## config.mk

```make
export PLATFORM = sky130hd
export DESIGN_NAME = acc_multiblock_control_unit
export DESIGN_NICKNAME = d
export VERILOG_FILES = /design/src/rtl/acc_pkg.sv /design/src/rtl/acc_multiblock_control_unit.sv
export SDC_FILE = /design/constraint.sdc
export NUM_CORES = 1
export LEC_CHECK = 0
export BUFFER_PORTS_ARGS = -buffer_cell sky130_fd_sc_hd__buf_4
export CAP_MARGIN = 5
export CORE_AREA = 10 10 541 543
export DETAILED_ROUTE_END_ITERATION = 6
export DIE_AREA = 0 0 551 553
export PLACE_DENSITY = 0.35
export SLEW_MARGIN = 20
export SYNTH_ARGS = -nofsm -noshare
export SYNTH_HDL_FRONTEND = slang
export SYNTH_SLANG_ARGS = --single-unit
```

## constraint.sdc

```tcl
create_clock -name clk -period 3.2 [get_ports clk]
set_clock_uncertainty 0.05 [all_clocks]
set_input_delay 0.48 -clock clk [delete_from_list [all_inputs] [get_ports clk]]
set_output_delay 0.48 -clock clk [all_outputs]
set_load 0.005 [all_outputs]
```

## src/rtl/acc_pkg.sv

```systemverilog
// Shared types and constants for the multi-block hash controller.
// State encoding, control-word bit positions and status codes.
package acc_pkg;

  typedef enum logic [3:0] {
    S_IDLE,
    S_RD_BLK,
    S_WR_BUSY,
    S_INIT,
    S_UPD1,
    S_HASH,
    S_UPD2,
    S_NEXT,
    S_WR_HASH,
    S_WR_STATUS
  } state_t;

  localparam int HASH_W = 256;

  localparam int CTRL_START  = 0;
  localparam int CTRL_ABORT  = 1;
  localparam int CTRL_DOUBLE = 2;
  localparam int CTRL_NBLK   = 3;

  localparam logic [31:0] STAT_BUSY  = 32'h0000_0005;
  localparam logic [31:0] STAT_DONE  = 32'h0000_0002;
  localparam logic [31:0] STAT_ERR   = 32'h0000_000A;
  localparam logic [31:0] STAT_ABORT = 32'h0000_0012;

endpackage

```

## src/rtl/acc_multiblock_control_unit.sv

```systemverilog
// Multi-block hash job sequencer: snoops CPU control stores, fetches
// blocks, steps the compression core and writes digest plus status back.
module acc_multiblock_control_unit
  import acc_pkg::*;
#(
  parameter int ADDR_W      = 16,
  parameter int LISTEN_W    = 32,
  parameter int RD_DATA_W   = 512,
  parameter int WR_DATA_W   = 32,
  parameter int HASH_CYCLES = 64,
  parameter int MAX_BLOCKS  = 4,
  parameter logic [ADDR_W-1:0] HCB_BASE      = 16'h1000,
  parameter logic [ADDR_W-1:0] BLK_STRIDE    = 16'h0040,
  parameter logic [ADDR_W-1:0] ACB_BASE      = 16'h5000,
  parameter logic [ADDR_W-1:0] ACB_H0_OFFSET = 16'h0008,
  parameter logic [ADDR_W-1:0] WR_STRIDE     = 16'h0004,
  localparam int BLK_W = $clog2(MAX_BLOCKS + 1),
  localparam int CNT_W = $clog2(HASH_CYCLES) + 1
) (
  input  logic                 clk,
  input  logic                 rst,
  input  logic                 mem_listen_en,
  input  logic [ADDR_W-1:0]    mem_listen_addr,
  input  logic [LISTEN_W-1:0]  mem_listen_data,
  output logic                 mem_rd_en,
  output logic [ADDR_W-1:0]    mem_rd_addr,
  input  logic [RD_DATA_W-1:0] mem_rd_data,
  input  logic                 mem_rd_data_valid,
  output logic                 mem_wr_en,
  output logic [ADDR_W-1:0]    mem_wr_addr,
  output logic [WR_DATA_W-1:0] mem_wr_data,
  input  logic                 mem_wr_done,
  output logic [RD_DATA_W-1:0] msg_block,
  output logic [BLK_W-1:0]     blk_sel,
  output logic                 ms_init,
  output logic                 ms_enable,
  output logic                 cm_is_hashing,
  output logic                 cm_update_A_H,
  output logic                 cm_update_H0_7,
  output logic                 cm_rst_hash_n,
  output logic                 should_save_hash,
  output logic                 hash_done,
  output logic                 busy,
  output logic [CNT_W-1:0]     cm_cycle_count,
  input  logic [HASH_W-1:0]    cm_out
);

  localparam int NW    = HASH_W / WR_DATA_W;
  localparam int IDX_W = (NW > 1) ? $clog2(NW) : 1;

  state_t               r_state;
  logic [CNT_W-1:0]     r_cnt;
  logic [BLK_W-1:0]     r_blk;
  logic [IDX_W-1:0]     r_idx;
  logic [BLK_W-1:0]     r_nblk;
  logic                 r_dbl;
  logic                 r_pass;
  logic                 r_abort_pend;
  logic [WR_DATA_W-1:0] r_status;
  logic [RD_DATA_W-1:0] r_msg;

  logic                 r_rd_en;
  logic [ADDR_W-1:0]    r_rd_addr;
  logic                 r_wr_en;
  logic [ADDR_W-1:0]    r_wr_addr;
  logic [WR_DATA_W-1:0] r_wr_data;
  logic                 r_ms_init;
  logic                 r_ms_en;
  logic                 r_hashing;
  logic                 r_upd_ah;
  logic                 r_upd_h07;
  logic                 r_rst_hash_n;
  logic                 r_save;
  logic                 r_hash_done;
  logic                 r_busy;

  state_t               w_nxt;
  logic [CNT_W-1:0]     w_nxt_cnt;
  logic [BLK_W-1:0]     w_nxt_blk;
  logic [IDX_W-1:0]     w_nxt_idx;
  logic [BLK_W-1:0]     w_nxt_nblk;
  logic                 w_nxt_dbl;
  logic                 w_nxt_pass;
  logic [WR_DATA_W-1:0] w_nxt_status;

  logic                 w_ctrl;
  logic                 w_start;
  logic                 w_abort_in;
  logic                 w_abort;
  logic                 w_dbl_in;
  logic [BLK_W-1:0]     w_nblk_in;
  logic                 w_nblk_ok;
  logic [BLK_W:0]       w_blk_inc;
  logic                 w_more;
  logic                 w_fin;
  logic                 w_unused_ok;

  assign w_ctrl     = mem_listen_en && (mem_listen_addr == ACB_BASE);
  assign w_start    = w_ctrl && mem_listen_data[CTRL_START];
  assign w_abort_in = w_ctrl && mem_listen_data[CTRL_ABORT];
  assign w_dbl_in   = mem_listen_data[CTRL_DOUBLE];
  assign w_nblk_in  = mem_listen_data[CTRL_NBLK +: BLK_W];
  assign w_nblk_ok  = (w_nblk_in != '0) &&
                      (w_nblk_in <= BLK_W'(MAX_BLOCKS));
  assign w_abort    = r_abort_pend || w_abort_in;

  assign w_blk_inc  = {1'b0, r_blk} + 1'b1;
  assign w_more     = w_blk_inc < {1'b0, r_nblk};
  assign w_fin      = r_pass || (!r_dbl && !w_more);

  assign w_unused_ok = ^mem_listen_data;

  // Next-state and next-counter decode for the job sequencer
  always_comb begin
    w_nxt        = r_state;
    w_nxt_cnt    = r_cnt;
    w_nxt_blk    = r_blk;
    w_nxt_idx    = r_idx;
    w_nxt_nblk   = r_nblk;
    w_nxt_dbl    = r_dbl;
    w_nxt_pass   = r_pass;
    w_nxt_status = r_status;
    unique case (r_state)
      S_IDLE: begin
        if (w_start) begin
          if (w_nblk_ok) begin
            w_nxt      = S_RD_BLK;
            w_nxt_nblk = w_nblk_in;
            w_nxt_dbl  = w_dbl_in;
            w_nxt_blk  = '0;
            w_nxt_idx  = '0;
            w_nxt_pass = 1'b0;
            w_nxt_cnt  = '0;
          end else begin
            w_nxt        = S_WR_STATUS;
            w_nxt_status = WR_DATA_W'(STAT_ERR);
          end
        end
      end
      S_RD_BLK: begin
        if (mem_rd_data_valid)
          w_nxt = (r_blk == '0) ? S_WR_BUSY : S_UPD1;
      end
      S_WR_BUSY: begin
        if (mem_wr_done)
          w_nxt = S_INIT;
      end
      S_INIT: w_nxt = S_UPD1;
      S_UPD1: w_nxt = S_HASH;
      S_HASH: begin
        if (r_cnt < CNT_W'(HASH_CYCLES)) begin
          w_nxt_cnt = r_cnt + 1'b1;
        end else begin
          w_nxt_cnt = '0;
          w_nxt     = S_UPD2;
        end
      end
      S_UPD2: w_nxt = S_NEXT;
      S_NEXT: begin
        if (!r_pass && w_more) begin
          w_nxt_blk = w_blk_inc[BLK_W-1:0];
          w_nxt     = S_RD_BLK;
        end else if (!r_pass && r_dbl) begin
          w_nxt_blk  = BLK_W'(MAX_BLOCKS);
          w_nxt_pass = 1'b1;
          w_nxt      = S_INIT;
        end else begin
          w_nxt_idx = '0;
          w_nxt     = S_WR_HASH;
        end
      end
      S_WR_HASH: begin
        if (mem_wr_done) begin
          if (r_idx == IDX_W'(NW - 1)) begin
            w_nxt_idx    = '0;
            w_nxt_status = WR_DATA_W'(STAT_DONE);
            w_nxt        = S_WR_STATUS;
          end else begin
            w_nxt_idx = r_idx + 1'b1;
          end
        end
      end
      S_WR_STATUS: begin
        if (mem_wr_done)
          w_nxt = S_IDLE;
      end
      default: w_nxt = S_IDLE;
    endcase
    if (w_abort && (r_state inside
        {S_INIT, S_UPD1, S_HASH, S_UPD2, S_NEXT})) begin
      w_nxt        = S_WR_STATUS;
      w_nxt_status = WR_DATA_W'(STAT_ABORT);
      w_nxt_cnt    = '0;
      w_nxt_blk    = r_blk;
      w_nxt_pass   = r_pass;
    end
  end

  // State, counters, latched job fields and the fetched block
  always_ff @(posedge clk) begin
    if (rst) begin
      r_state      <= S_IDLE;
      r_cnt        <= '0;
      r_blk        <= '0;
      r_idx        <= '0;
      r_nblk       <= '0;
      r_dbl        <= 1'b0;
      r_pass       <= 1'b0;
      r_abort_pend <= 1'b0;
      r_status     <= '0;
      r_msg        <= '0;
    end else begin
      r_state  <= w_nxt;
      r_cnt    <= w_nxt_cnt;
      r_blk    <= w_nxt_blk;
      r_idx    <= w_nxt_idx;
      r_nblk   <= w_nxt_nblk;
      r_dbl    <= w_nxt_dbl;
      r_pass   <= w_nxt_pass;
      r_status <= w_nxt_status;
      if (w_nxt == S_IDLE)
        r_abort_pend <= 1'b0;
      else if (r_state != S_IDLE && w_abort_in)
        r_abort_pend <= 1'b1;
      if (r_state == S_RD_BLK && mem_rd_data_valid)
        r_msg <= mem_rd_data;
    end
  end

  // Registered outputs decoded from the state being entered
  always_ff @(posedge clk) begin
    if (rst) begin
      r_rd_en      <= 1'b0;
      r_rd_addr    <= '0;
      r_wr_en      <= 1'b0;
      r_wr_addr    <= '0;
      r_wr_data    <= '0;
      r_ms_init    <= 1'b0;
      r_ms_en      <= 1'b0;
      r_hashing    <= 1'b0;
      r_upd_ah     <= 1'b0;
      r_upd_h07    <= 1'b0;
      r_rst_hash_n <= 1'b1;
      r_save       <= 1'b0;
      r_hash_done  <= 1'b0;
      r_busy       <= 1'b0;
    end else begin
      r_rd_en   <= (w_nxt == S_RD_BLK);
      r_rd_addr <= (w_nxt == S_RD_BLK) ?
                   HCB_BASE + ADDR_W'(w_nxt_blk) * BLK_STRIDE : '0;
      r_wr_en   <= (w_nxt == S_WR_BUSY) || (w_nxt == S_WR_HASH) ||
                   (w_nxt == S_WR_STATUS);
      unique case (1'b1)
        (w_nxt == S_WR_BUSY): begin
          r_wr_addr <= ACB_BASE;
          r_wr_data <= WR_DATA_W'(STAT_BUSY);
        end
        (w_nxt == S_WR_HASH): begin
          r_wr_addr <= ACB_BASE + ACB_H0_OFFSET +
                       ADDR_W'(w_nxt_idx) * WR_STRIDE;
          r_wr_data <= cm_out[w_nxt_idx * WR_DATA_W +: WR_DATA_W];
        end
        (w_nxt == S_WR_STATUS): begin
          r_wr_addr <= ACB_BASE;
          r_wr_data <= w_nxt_status;
        end
        default: begin
          r_wr_addr <= '0;
          r_wr_data <= '0;
        end
      endcase
      r_ms_init    <= (w_nxt == S_UPD1);
      r_upd_ah     <= (w_nxt == S_UPD1);
      r_hashing    <= (w_nxt == S_HASH) &&
                      (w_nxt_cnt < CNT_W'(HASH_CYCLES));
      r_ms_en      <= (w_nxt == S_HASH) &&
                      (w_nxt_cnt < CNT_W'(HASH_CYCLES));
      r_upd_h07    <= (w_nxt == S_UPD2);
      r_rst_hash_n <= (w_nxt != S_INIT);
      r_save       <= (w_nxt == S_NEXT);
      r_hash_done  <= (w_nxt == S_NEXT) && w_fin;
      r_busy       <= (w_nxt != S_IDLE);
    end
  end

  assign mem_rd_en        = r_rd_en;
  assign mem_rd_addr      = r_rd_addr;
  assign mem_wr_en        = r_wr_en;
  assign mem_wr_addr      = r_wr_addr;
  assign mem_wr_data      = r_wr_data;
  assign msg_block        = r_msg;
  assign blk_sel          = r_blk;
  assign ms_init          = r_ms_init;
  assign ms_enable        = r_ms_en;
  assign cm_is_hashing    = r_hashing;
  assign cm_update_A_H    = r_upd_ah;
  assign cm_update_H0_7   = r_upd_h07;
  assign cm_rst_hash_n    = r_rst_hash_n;
  assign should_save_hash = r_save;
  assign hash_done        = r_hash_done;
  assign busy             = r_busy;
  assign cm_cycle_count   = r_cnt;

endmodule
```

; ---- After elaboration in Yosys (flattened, before gate mapping)
; Cells that the tools add are included.
[word_totals]
input_bits = 821
output_inout_bits = 597
regBits = 640
[classes]
n_addsub = 5
n_mux = 44
eq_ne = 24
magnitude_cmp = 4
n_reduce_logical = 32
bitwise = 2
shifts = 1
[ops]
columns = operator, n
row1 = 256-bit by 9-bit variable part select with 32-bit output, 1
row2 = 32-bit two-way mux, 5
row3 = 32-bit case mux with 3 select lines, 1
row4 = 32-bit case mux with 2 select lines, 1
row5 = 4-bit two-way mux, 11
row6 = 4-bit case mux with 10 select lines, 1
row7 = 3-bit two-way mux, 12
row8 = "4-bit by 3-bit == test with 1-bit output, second input constant", 8
row9 = 16-bit case mux with 2 select lines, 1
row10 = 7-bit two-way mux, 4
row11 = "15-bit by 5-bit adder with 16-bit output, first input constant", 1
row12 = "16-bit by 15-bit == test with 1-bit output, second input constant", 1
row13 = "4-bit == test, second input constant", 4
row14 = "13-bit by 9-bit adder with 14-bit output, first input constant", 1
row15 = "7-bit < comparator, second input constant", 2
row16 = 7-bit case mux with 2 select lines, 1
row17 = "4-bit by 2-bit == test with 1-bit output, second input constant", 3
row18 = 1-bit logical AND, 12
row19 = 3-bit case mux with 3 select lines, 1
row20 = "4-bit by 1-bit == test with 1-bit output, second input constant", 2
row21 = 4-bit zero test, 2
row22 = "2-bit inequality test, second input constant", 4
row23 = 4-bit nonzero test, 2
row24 = "7-bit by 1-bit adder with 7-bit output, second input constant", 1
row25 = other kinds (19), 30

; ---- Logic depth before layout (Yosys ltp)
[depth]
word_depth = 9
mapped_depth = 14

; ---- Worst setup path after synthesis
; Ideal clock, no wire load.
[synth_path]
kind = register to register
from = register r_blk[0] (netlist: blk_sel[0])
to = register r_wr_data[4] (netlist: mem_wr_data[4])
path_stages_with_launch = 14
path_buffers = 3
slack_ns = 0.116
arrival_time_ns = 2.961
setup_ns = 0.073
period_less_slack_ns = 3.084
path_cell_list = dfxtp_1 -> inv_1 -> ha_1 -> ha_1 -> o21ai_0 -> o21ai_4 -> a21oi_2 -> a311o_1 -> buf_6 -> a2111o_1 -> buf_6 -> buf_6 -> a221o_1 -> o22ai_2
[synth_via]
elab_chain_cells = 8
[synth_lines]
columns = element, line_no
row1 = from (decl), acc_multiblock_control_unit.sv:53  ; logic [BLK_W-1:0] r_blk;
row2 = from (signal assigned), acc_multiblock_control_unit.sv:215  ; r_blk <= w_nxt_blk;
row3 = "parallel branches: the longest is 7 deep, another holds 3-bit by 1-bit adder with 4-bit output", -
row4 = 32-bit case mux with 3 select lines (*), acc_multiblock_control_unit.sv:253  ; unique case (1'b1)
row5 = to (signal assigned), acc_multiblock_control_unit.sv:256  ; r_wr_data <= WR_DATA_W'(STAT_BUSY);
row6 = to (signal assigned), acc_multiblock_control_unit.sv:261  ; r_wr_data <= cm_out[w_nxt_idx * WR_DATA_W +: WR_DATA_W];
row7 = to (signal assigned), acc_multiblock_control_unit.sv:265  ; r_wr_data <= w_nxt_status;
row8 = to (decl), acc_multiblock_control_unit.sv:66  ; logic [WR_DATA_W-1:0] r_wr_data;
; Every way passes the cells marked *.
; A chain may end at the register's enable or synchronous reset.

; ---- Worst setup path in the final report
[layout_path]
from = register r_blk[0] (netlist: blk_sel[0])
to = register r_wr_data[15] (netlist: mem_wr_data[15])
[layout_lines]
columns = element, line_no
row1 = 3-bit by 1-bit adder with 4-bit output, acc_multiblock_control_unit.sv:107  ; assign w_blk_inc = {1'b0, r_blk} + 1'b1;
row2 = 4-bit by 3-bit < comparator with 1-bit output, acc_multiblock_control_unit.sv:108  ; assign w_more = w_blk_inc < {1'b0, r_nblk};
row3 = 1-bit logical AND, acc_multiblock_control_unit.sv:160  ; if (!r_pass && w_more) begin
row4 = 3-bit two-way mux, acc_multiblock_control_unit.sv:160
row5 = 3-bit case mux with 3 select lines, acc_multiblock_control_unit.sv:123  ; unique case (r_state)
row6 = named net w_nxt_idx[1], acc_multiblock_control_unit.sv:80  ; logic [IDX_W-1:0] w_nxt_idx;
row7 = 256-bit by 9-bit variable part select with 32-bit output, acc_multiblock_control_unit.sv:261
row8 = 32-bit case mux with 3 select lines, acc_multiblock_control_unit.sv:253
; The timed path passes the listed nets, and every way through them passes these cells.

==> flow_metrics.env <==
export IMPL_postLayoutCellArea_sq_um=48200
export IMPL_criticalPathCategory="reg2reg"
export IMPL_rrSetupSlack_ns=0.15
export IMPL_fp_coreArea_sq_um=282000
export IMPL_vias_per_cell=3.31
export IMPL_grt_pass1_vias=30788
export IMPL_final_antenna_net_count=0
export IMPL_synth_edf_count=0
export IMPL_grt_pass1_wl_mm=284
export IMPL_die_area_sq_um=305000
export IMPL_cp_required_ns=3.80
export IMPL_grt_overflow=0
export IMPL_yosysTopAreaCell="dfxtp_1"
export IMPL_use_met1_pct=15.1
export IMPL_root_buffer="clkbuf_16"
export IMPL_final_cells=8759
export IMPL_dp_hpwl_mm=185
export IMPL_ys_seq_area_share_pct=52.2
export IMPL_fin_crit_sh_pct=95.4
export IMPL_power_density_nw_per_um2=426
export IMPL_tns_ns=0
export IMPL_yosys_warnings=0
export IMPL_hp_class="in2reg"
export IMPL_holdPathEnd="msg_block[383]"
export IMPL_drt_pass1_iter_count=5
export IMPL_place_area_sq_um=38700
export IMPL_syn_inst=2968
export IMPL_synth_ff_type="dfxtp_1"
export IMPL_utilization_pct=17.1
export IMPL_num_rows=195
export IMPL_cts_tree="yes"
export IMPL_whs_ns=0.0549
export IMPL_netlist_area_sq_um=23600
export IMPL_setup_viol=0
export IMPL_htree_levels=3
export IMPL_area_delta_synth_final_pct=104
export IMPL_insertion_delay_ns=0.76
export IMPL_synth_area_leaders="dfxtp_1, nand2_1, a21oi_1"
export IMPL_num_io_pins=1418
export IMPL_io_buffers=1369
export IMPL_p_leak_nw=19.0
export IMPL_outcome="complete, no violations"
export IMPL_fin_nets=5739
export IMPL_synth_seq_cells=617
export IMPL_grtUsageTotal_pct=13.5
export IMPL_rr_worst_depth=15
export IMPL_dp_slack_ns=-0.133
export IMPL_clk_pin_slew_ns=0.06
export IMPL_use_met3_pct=7.86
export IMPL_total_power_mw=20.5
export IMPL_dieWidth_microns=551
export IMPL_grt_max_degree=200
export IMPL_yosysUniqueCellTypes=72
export IMPL_critPathArrivalTime_ns=3.65
export IMPL_gr_usage_met2_pct=21.9
export IMPL_p_switching_mw=4.80
export IMPL_dp_cells=7954
export IMPL_wl_per_cell_microns=25.0
export IMPL_path_max_fanout=14
export IMPL_antenna_found_initial=113
export IMPL_drive_above_1_share_pct=33.9
export IMPL_switching_share_pct=23.4
export IMPL_drt_iter0_drc=1715
export IMPL_hold_path_depth=3
export IMPL_final_max_slew_violation_count=0
export IMPL_slew_limit_headroom_pct=21.8
export IMPL_place_congestion=0.890
export IMPL_worstHoldStart="mem_rd_data[383]"
export IMPL_hold_violations=0
export IMPL_vias=29028
export IMPL_power_internal_mw=15.7
export IMPL_combPwrFrac_pct=8.8
export IMPL_drc=0
export IMPL_cts_buffers=92
export IMPL_startpoint_type="flip-flop"
export IMPL_clock_sinks=617
export IMPL_endpoint_kind="flip-flop"
export IMPL_die_h_microns=553
export IMPL_max_freq_mhz=327
export IMPL_p_seq_share_pct=37.4
export IMPL_synth_top_area_share_pct=52.2
export IMPL_r2r_start="blk_sel[0]"
export IMPL_setup_ws_ns=0.146
export IMPL_busiest_layer="met2"
export IMPL_fin_crit_ns=3.05
export IMPL_peakVddDrop_uv=333
export IMPL_tightest_slew_ns=1.17
export IMPL_clkPwrFrac_pct=53.8
export IMPL_synthArstFlopShare_pct=0
export IMPL_start_util_pct=8.40
export IMPL_r2r_end="mem_wr_data[15]"
export IMPL_cap_violations=0
export IMPL_syn_area_per_cell_sq_um=7.97
export IMPL_clockBufferDepth=4
export IMPL_routed_wl_mm=219
-- per-layer routing --
metal	share of wire (%)	vias to the layer above
li1	-	13707
met1	38	13687
met2	45	1342
met3	14	244
met4	3.0	48
met5	0.14	-
-- cell families after synthesis --
| logic type | count (synthesis) | synth area share [%] |
|---|---|---|
| muxes | 69 | 2.93 |
| and+or+nand+nor | 1362 | 23.2 |
| adders and majority gates | 8 | 0.423 |
| other | 1 | 0.0159 |
| buffers and inverters | 264 | 5.11 |
| AOI/OAI and AO/OA | 641 | 15.9 |
| DFF | 617 | 52.2 |
| xor gates and xnor gates | 6 | 0.222 |
-- state kept, by name, summed over array words and instances (netlist names), 3 cells and up --
register / count
blk_sel: 3
cm_cycle_count: 7
mem_rd_addr: 4
mem_wr_addr: 5
mem_wr_data: 32
msg_block: 512
r_idx: 3
r_nblk: 3
r_state: 4
r_status: 32
-- worst max-delay path, cell delays in order (launching register included) --
cell	delay, ns
dfxtp_2	0.35
inv_1	0.07
ha_1	0.31
ha_2	0.33
o21ai_2	0.08
o21ai_4	0.19
buf_12	0.13
a21oi_1	0.06
o31ai_1	0.26
and2_4	0.24
inv_2	0.07
a21oi_4	0.14
buf_12	0.14
clkbuf_16	0.18
nand3_1	0.08
a32o_1	0.25
-- area by class of cell --
| cell class | instances | area [sq um] |
|---|---|---|
| well taps | 3743 | 4680 |
| flip-flops and latches | 617 | 12400 |
| clock buffers | 137 | 2800 |
| diodes | 36 | 90.1 |
| multi-input cells | 2108 | 10300 |
| clock inverters | 27 | 437 |
| repair buffers | 2075 | 17500 |
| inverters | 16 | 60.1 |
| fillers | 31913 | 233000 |
-- synth_stat cells (4+ instances only) --
cell type and count:
ha_1 8, a221oi_1 4, and3_1 7, a32o_1 29, buf_6 7, buf_2 21
xor2_1 5, a221o_1 4, nand2b_1 7, o21ai_0 13, or3_1 5, nor3_1 10
inv_1 15, o21ai_1 5, dfxtp_1 617, nand3_1 56, buf_4 37, mux2i_1 68
a21oi_1 528, a31oi_1 5, a221oi_2 20, clkbuf_1 183, nor2_1 40, nand2_1 1164
nand4_1 9, and2_1 36
-- power by group through the flow --
stage / registers, mW / logic (mW) / clock network, mW
3_3_place_gp: 7.85 / 1.12 / 0
4_1_cts: 7.68 / 1.83 / 11.5
3_5_place_dp: 7.85 / 1.12 / 0
2_1_floorplan: 7.85 / 0.184 / 0
5_1_grt: 7.68 / 1.91 / 11.7
6_report: 7.68 / 1.81 / 11.0
-- repair_timing --
action,4_1_cts,5_1_grt
cloned,0,2
endpoints found under the hold margin,525,0
setup buffers,1,7
pin swaps,3,7
hold buffers,595,0
setup endpoints to repair,14,25
gates resized for setup,2,17
-- cell usage in the layout, fill, tap and decap left out, drive strengths merged, types with 4 or more instances in the layout --
cell	count
nand2b	7
a21oi	530
and3	7
a32o	29
ha	8
nor2	42
clkinv	9
nand3	56
mux2i	68
a211oi	5
diode	36
nand2	1165
and2	37
inv	20
dfxtp	617
nor4	4
dlygate4sd3	595
and3b	4
a221o	4
xor2	5
conb	22
o21ai	19
nor3	11
a31oi	5
clkbuf	140
nand4	9
buf	1477
bufinv	11
a221oi	24
or3	6
-- how the worst max path moves through the flow --
| stage | endpoint | startpoint | slack [ns] | cells after the start |
|---|---|---|---|---|
| after floorplan | mem_wr_data[4] | blk_sel[0] | 0.12 | 13 |
| after global placement | mem_wr_data[4] | mem_listen_addr[4] | -0.13 | 11 |
| after detailed placement | mem_wr_data[4] | mem_listen_addr[4] | -0.13 | 11 |
| after CTS | mem_wr_data[16] | blk_sel[0] | 0.06 | 13 |
| after global routing | mem_wr_data[7] | blk_sel[0] | -0.004 | 15 |
| final | mem_wr_data[15] | blk_sel[0] | 0.15 | 15 |
(Power assumes the default switching activity.)
